$ cat src/rtl/rv_inst_encoder.sv
// Turns field-level instruction requests into RV32I words, each tagged with a sequential address.
// Define ENC_RANGE_CHECK_EN to drop and count requests whose immediates do not fit their field.
module rv_inst_encoder #(
  parameter logic [31:0] BASE_ADDR = 32'h0000_0000,
  parameter int unsigned ERR_W     = 8
) (
  input  logic             clk,
  input  logic             rst,
  input  logic             req_valid,
  output logic             req_ready,
  input  logic [3:0]       req_kind,
  input  logic [4:0]       req_alu_op,
  input  logic [2:0]       req_funct3,
  input  logic [4:0]       req_rd,
  input  logic [4:0]       req_rs1,
  input  logic [4:0]       req_rs2,
  input  logic [31:0]      req_imm,
  input  logic             addr_clr,
  output logic             inst_valid,
  input  logic             inst_ready,
  output logic [31:0]      inst_word,
  output logic [31:0]      inst_addr,
  output logic             err_pulse,
  output logic [ERR_W-1:0] err_count
);

  localparam logic [3:0] K_R      = 4'd0;
  localparam logic [3:0] K_IALU   = 4'd1;
  localparam logic [3:0] K_LOAD   = 4'd2;
  localparam logic [3:0] K_STORE  = 4'd3;
  localparam logic [3:0] K_LUI    = 4'd4;
  localparam logic [3:0] K_AUIPC  = 4'd5;
  localparam logic [3:0] K_BRANCH = 4'd6;
  localparam logic [3:0] K_JAL    = 4'd7;
  localparam logic [3:0] K_JALR   = 4'd8;

  localparam logic [4:0] OP_ADD  = 5'd0;
  localparam logic [4:0] OP_SUB  = 5'd1;
  localparam logic [4:0] OP_SLL  = 5'd2;
  localparam logic [4:0] OP_SLT  = 5'd3;
  localparam logic [4:0] OP_SLTU = 5'd4;
  localparam logic [4:0] OP_XOR  = 5'd5;
  localparam logic [4:0] OP_SRL  = 5'd6;
  localparam logic [4:0] OP_SRA  = 5'd7;
  localparam logic [4:0] OP_OR   = 5'd8;
  localparam logic [4:0] OP_AND  = 5'd9;

  localparam logic [ERR_W-1:0] ERR_ONE = {{(ERR_W-1){1'b0}}, 1'b1};

  logic        accept;
  logic [2:0]  alu_f3;
  logic [6:0]  alu_f7;
  logic        alu_ok;
  logic        is_shift;
  logic        fmt_ok;
  logic        imm_ok;
  logic        legal;
  logic [31:0] enc_word;
  logic [31:0] next_addr;
  logic [31:0] cur_addr;

  assign req_ready = !inst_valid || inst_ready;
  assign accept    = req_valid && req_ready;
  assign cur_addr  = addr_clr ? BASE_ADDR : next_addr;

  always_comb begin
    alu_f3 = 3'b000;
    alu_f7 = 7'h00;
    alu_ok = 1'b1;
    case (req_alu_op)
      OP_ADD:  alu_f3 = 3'b000;
      OP_SUB:  begin alu_f3 = 3'b000; alu_f7 = 7'h20; end
      OP_SLL:  alu_f3 = 3'b001;
      OP_SLT:  alu_f3 = 3'b010;
      OP_SLTU: alu_f3 = 3'b011;
      OP_XOR:  alu_f3 = 3'b100;
      OP_SRL:  alu_f3 = 3'b101;
      OP_SRA:  begin alu_f3 = 3'b101; alu_f7 = 7'h20; end
      OP_OR:   alu_f3 = 3'b110;
      OP_AND:  alu_f3 = 3'b111;
      default: alu_ok = 1'b0;   // includes the LUI op, which has no R/I-ALU form
    endcase
  end

  assign is_shift = (alu_f3 == 3'b001) || (alu_f3 == 3'b101);

  always_comb begin
    enc_word = 32'h0;
    fmt_ok   = 1'b0;
    case (req_kind)
      K_R: begin
        fmt_ok   = alu_ok;
        enc_word = {alu_f7, req_rs2, req_rs1, alu_f3, req_rd, 7'b0110011};
      end
      K_IALU: begin
        fmt_ok   = alu_ok && (req_alu_op != OP_SUB);
        enc_word = is_shift ? {alu_f7, req_imm[4:0], req_rs1, alu_f3, req_rd, 7'b0010011}
                            : {req_imm[11:0], req_rs1, alu_f3, req_rd, 7'b0010011};
      end
      K_LOAD: begin
        fmt_ok   = (req_funct3 != 3'b011) && (req_funct3 != 3'b110) && (req_funct3 != 3'b111);
        enc_word = {req_imm[11:0], req_rs1, req_funct3, req_rd, 7'b0000011};
      end
      K_STORE: begin
        fmt_ok   = (req_funct3 <= 3'b010);
        enc_word = {req_imm[11:5], req_rs2, req_rs1, req_funct3, req_imm[4:0], 7'b0100011};
      end
      K_LUI: begin
        fmt_ok   = 1'b1;
        enc_word = {req_imm[31:12], req_rd, 7'b0110111};
      end
      K_AUIPC: begin
        fmt_ok   = 1'b1;
        enc_word = {req_imm[31:12], req_rd, 7'b0010111};
      end
      K_BRANCH: begin
        fmt_ok   = (req_funct3 != 3'b010) && (req_funct3 != 3'b011);
        enc_word = {req_imm[12], req_imm[10:5], req_rs2, req_rs1, req_funct3,
                    req_imm[4:1], req_imm[11], 7'b1100011};
      end
      K_JAL: begin
        fmt_ok   = 1'b1;
        enc_word = {req_imm[20], req_imm[10:1], req_imm[11], req_imm[19:12], req_rd, 7'b1101111};
      end
      K_JALR: begin
        fmt_ok   = 1'b1;
        enc_word = {req_imm[11:0], req_rs1, 3'b000, req_rd, 7'b1100111};
      end
      default: fmt_ok = 1'b0;
    endcase
  end

`ifdef ENC_RANGE_CHECK_EN
  logic fit12, fit13, fit21;

  assign fit12 = (req_imm[31:11] == {21{req_imm[11]}});
  assign fit13 = (req_imm[31:12] == {20{req_imm[12]}});
  assign fit21 = (req_imm[31:20] == {12{req_imm[20]}});

  always_comb begin
    imm_ok = 1'b1;
    case (req_kind)
      K_IALU:                  imm_ok = is_shift ? (req_imm[31:5] == 27'h0) : fit12;
      K_LOAD, K_STORE, K_JALR: imm_ok = fit12;
      K_BRANCH:                imm_ok = fit13 && !req_imm[0];
      K_JAL:                   imm_ok = fit21 && !req_imm[0];
      K_LUI, K_AUIPC:          imm_ok = (req_imm[11:0] == 12'h0);
      default:                 imm_ok = 1'b1;
    endcase
  end
`else
  assign imm_ok = 1'b1;
`endif

  assign legal = fmt_ok && imm_ok;

  always_ff @(posedge clk) begin
    if (rst) begin
      inst_valid <= 1'b0;
      inst_word  <= 32'h0;
      inst_addr  <= BASE_ADDR;
      next_addr  <= BASE_ADDR;
      err_pulse  <= 1'b0;
      err_count  <= '0;
    end else begin
      err_pulse <= 1'b0;
      next_addr <= cur_addr;
      if (inst_valid && inst_ready)
        inst_valid <= 1'b0;
      if (accept && legal) begin
        inst_valid <= 1'b1;
        inst_word  <= enc_word;
        inst_addr  <= cur_addr;
        next_addr  <= cur_addr + 32'd4;
      end else if (accept) begin
        // dropped request: address stays put, error count saturates
        err_pulse <= 1'b1;
        if (err_count != {ERR_W{1'b1}})
          err_count <= err_count + ERR_ONE;
      end
    end
  end

endmodule

$ cat config.mk
export PLATFORM = sky130hd
export DESIGN_NAME = rv_inst_encoder
export DESIGN_NICKNAME = d
export VERILOG_FILES = /design/src/rtl/rv_inst_encoder.sv
export SDC_FILE = /design/constraint.sdc
export NUM_CORES = 1
export LEC_CHECK = 0
export ABC_AREA = 1
export CAP_MARGIN = 10
export CORE_MARGIN = 2
export CORE_UTILIZATION = 50
export CTS_BUF_LIST = sky130_fd_sc_hd__clkbuf_4 sky130_fd_sc_hd__clkbuf_8
export DETAILED_ROUTE_END_ITERATION = 7
export GPL_TIMING_DRIVEN = 0
export PLACE_DENSITY = 0.83
export SKIP_CTS_REPAIR_TIMING = 1
export SYNTH_ARGS = -nofsm -noshare
export SYNTH_HDL_FRONTEND = slang
export SYNTH_SLANG_ARGS = --single-unit
$ cat constraint.sdc
create_clock -name clk -period 2.05 [get_ports clk]
set_clock_uncertainty 0.15 [all_clocks]
set_input_delay 0.205 -clock clk [delete_from_list [all_inputs] [get_ports clk]]
set_output_delay 0.205 -clock clk [all_outputs]
set_load 0.01 [all_outputs]
==> results by group, run 1 <==
Run status
  • Status: complete, no violations

Routing
  • WL final: 18170 µm
  • Number of remaining DRC errors: 0
  • Drt via density: 5.210
  • Number of iterations in the first detailed-routing pass: 5
  • Metal2 WL: 8544 µm
  • Vias after detailed routing: 6320
  • WL/cell: 14.98 µm
  • Met1 Wirelength: 7562 µm
  • Wire length on met3: 1494 µm
  • Drt first-iter violations: 447
  • Top routing layer in use: met4
  • Final ANT Viol Nets: 0

Finish
  • Commonest cells after routing, fill and taps aside: 301 x nand2_1, 131 x clkdlybuf4s50_1, 118 x nor2_1
  • Commonest non-fill, non-tap cell in the layout: nand2_1
  • Share of cells above drive strength 1: 8.692%
  • Final Util: 67.01%
  • Number of antenna diodes: 0
  • Post-route non-filler standard cell count: 1213
  • Multi-input combinational cell area: 0.003184 mm²
  • Fillers: 1016
  • Reg area: 0.002102 mm²
  • Nets@finish: 1131
  • Area growth from synthesis to layout: 31.43%

Clocking
  • Num CTS Buffers: 9
  • Clk_lat worst skew: 0.39 ns
  • Clock slew at reported path FFs: 0.10 ns
  • Clock root cell: clkbuf_8
  • # H-tree levels: 3
  • Clk buf depth: 2
  • Clock Sinks: 105
  • CTS tree: yes

Yosys
  • Post-synth net total: 982
  • Mapped cell area: 0.005797 mm²
  • Gate Count Post-Synth: 916
  • Synth Area in XOR/XNOR: 3.173%
  • Synth Area in Simple Gates: 39.30%
  • Post-synthesis mux area share: 0%
  • Avg Inst Size Synth: 6.328 µm²
  • Count of cell types in the netlist: 28
  • Ys Warns: 0
  • Seq/Total Area, Yosys: 36.26%
  • Synthesized-area fraction occupied by adder cells: 0.4317%
  • FF+latch count, synth: 105
  • Largest family of logic cells by synthesized area: simple AND/OR/NAND/NOR gates
  • Synth Area in Compound Gates: 11.25%

Min path
  • HP Start: req_kind[1]
  • Worst Hold Endpoint: inst_word[4]$_SDFFE_PP0P_
  • Worst hold stages: 4
  • Worst min path class: input pin to flip-flop

Worst setup path
  • Setup crit end kind: flip-flop
  • Worst Reg-to-Reg Cells: 10
  • Worst-path fanout max: 5
  • Max incr delay on CP: 0.34 ns
  • R2r setup slk: 0.08 ns
  • CP startpoint kind: flip-flop
  • FF-to-FF End: next_addr[18]$_SDFF_PP0_
  • Worst path slowest cell: dfxtp_1
  • R2R Path Start: next_addr[3]$_SDFF_PP0_
  • Worst-path cell chain: inv_1 > nor2_2 > ha_4 > inv_1 > nor2_4 > nand2_2 > nor2_2 > xor2_1 > nand2_1 > a21oi_1
  • Worst Path Required: 2.22 ns
  • Setup Crit Path Kind: flip-flop to flip-flop
  • CP arrival: 2.14 ns

Timing
  • Worst slew pin tran: 0.6529 ns
  • Final setup margin: 0.08000 ns
  • Tcrit/Tclk final: 96.10%
  • Fmax: 507.6 MHz
  • RSZ-0062 raised after global routing: false
  • Fin crit period: 1.970 ns
  • Max_slew headroom: 56.47%
  • Hold Slack: 0.1222 ns
  • Final TNS setup: 0 ns
  • Slew Limit Fails: 0
  • Setup-failing EPs final: 0
  • Fin. Hold Viols: 0

Pwr
  • Pwr dens: 577.6 mW/mm²
  • Maximum VDD drop: 0.0003570 V
  • P_leak: 3.246 nW

Die
  • Starting Density: 50.98%
  • Die W: 111.7 µm
  • Core area: 0.01137 mm²
  • Num rows: 39
  • Die Footprint: 0.01247 mm²
  • I/O Pins: 139
  • Die H: 111.7 µm

Global route
  • Vias in the first global route: 5927
  • Grt ovf: 0
  • First-pass GRT wire length: 29120 µm
  • Gr usage total: 29.30%
  • Antenna violations before repair: 0
  • Pin count of the biggest net entering global routing: 17

Placement
  • Post-Place Setup Slack: -1.040 ns
  • I/O Buffers: 136
  • Placed Instances: 1195
  • GP Congestion: 1.019
  • Dpl hpwl: 14160 µm

Job
  • Max-cap violations: 0
==> worst max-delay path by stage <==
stage	startpoint	to	slack [ns]	cells after the start
after global placement	addr_clr	next_addr[18]$_SDFF_PP0_	-1.07	12
after detailed placement	addr_clr	next_addr[18]$_SDFF_PP0_	-1.04	12
after global routing	req_alu_op[4]	next_addr[3]$_SDFF_PP0_	0.003	11
after CTS	addr_clr	next_addr[18]$_SDFF_PP0_	-0.62	12
after floorplan	next_addr[3]$_SDFF_PP0_	next_addr[18]$_SDFF_PP0_	0.18	10
final	next_addr[3]$_SDFF_PP0_	next_addr[18]$_SDFF_PP0_	0.08	10
==> metrics by stage <==
step / instance area (µm²) / total power [mW]
floorplan: 5797 / 2.642
global placement: 7337 / 3.058
detailed placement: 7337 / 3.065
CTS: 7537 / 4.388
global route: 7619 / 4.581
finish: 7619 / 4.400
==> final cells by class <==
type,instances,share of cell area (%)
multi-input combinational,691,41.80
inverter,79,3.925
clock buffer,11,1.905
clock inverter,5,0.7226
timing repair buffer,138,18.23
tap,143,2.349
buffer,41,3.482
sequential,105,27.59
==> cells in the mapped netlist <==
cell type / number / share of area, %
o21bai_1: 1 / 0.13
nor2_1: 122 / 7.9
clkinv_1: 2 / 0.13
buf_6: 11 / 2.1
and2_1: 1 / 0.11
nand2_2: 7 / 0.76
nor2_4: 4 / 0.78
nor2_8: 1 / 0.35
buf_4: 2 / 0.26
a21oi_1: 72 / 6.2
nand2_1: 302 / 20
o2111ai_1: 1 / 0.15
xor2_1: 21 / 3.2
o21ai_0: 46 / 4.0
inv_1: 76 / 4.9
dfxtp_1: 105 / 36
nand3_1: 64 / 5.5
a22oi_1: 2 / 0.26
ha_1: 2 / 0.43
nand3b_1: 3 / 0.39
a21boi_0: 1 / 0.13
clkbuf_1: 16 / 1.0
nor2_2: 22 / 2.4
nor3_1: 7 / 0.60
o211ai_1: 3 / 0.39
inv_2: 1 / 0.065
buf_2: 12 / 1.0
nand4_1: 9 / 0.97
==> worst max-delay path: cells and delay by family (launching register included) <==
kind	cells	cell delay, ns
AND/OR/NAND/NOR	5	0.77
buffers and inverters	2	0.16
flip-flops	1	0.34
adder cells (fa/ha/maj)	1	0.22
AO/OA/AOI/OAI	1	0.12
XOR/XNOR	1	0.16
==> layer usage <==
layer	up-vias	global-route usage (%)
met3	48	7.240
li1	3180	-
met1	2829	36.57
met4	0	11.11
met2	263	48.97
met5	-	0
==> power breakdown <==
part,total (mW),internal [mW],leakage [nW],switching [mW]
registers,2.16,2.12,0.852,0.0465
logic,0.879,0.402,2.30,0.476
clock network,1.36,0.608,0.0987,0.752
total,4.40,3.13,3.25,1.27
==> state kept, by name, indices dropped and copies added (netlist names) <==
| name | count |
|---|---|
| err_count | 8 |
| err_pulse | 1 |
| inst_addr | 32 |
| inst_valid | 1 |
| inst_word | 31 |
| next_addr | 32 |
==> cells by family (layout without fill, tap and decap cells) <==
kind of cell | count (synthesis) | after routing
AOI/OAI and AO/OA | 126 | 126
DFF | 105 | 105
buffers and inverters | 120 | 274
xor gates and xnor gates | 21 | 21
and+or+nand+nor | 542 | 542
adders and majority gates | 2 | 2
Power figures use the tool's default switching activity.
==> run 2: changes to the inputs <==
--- a/config.mk
+++ b/config.mk
@@ -6,6 +6,7 @@
 export NUM_CORES = 1
 export LEC_CHECK = 0
 export ABC_AREA = 1
+export ABC_CLOCK_PERIOD_IN_PS = 2050
 export CAP_MARGIN = 10
 export CORE_MARGIN = 2
 export CORE_UTILIZATION = 50
==> results of run 2 <==
The final DEF is identical to that of run 1; final timing and power are the same.
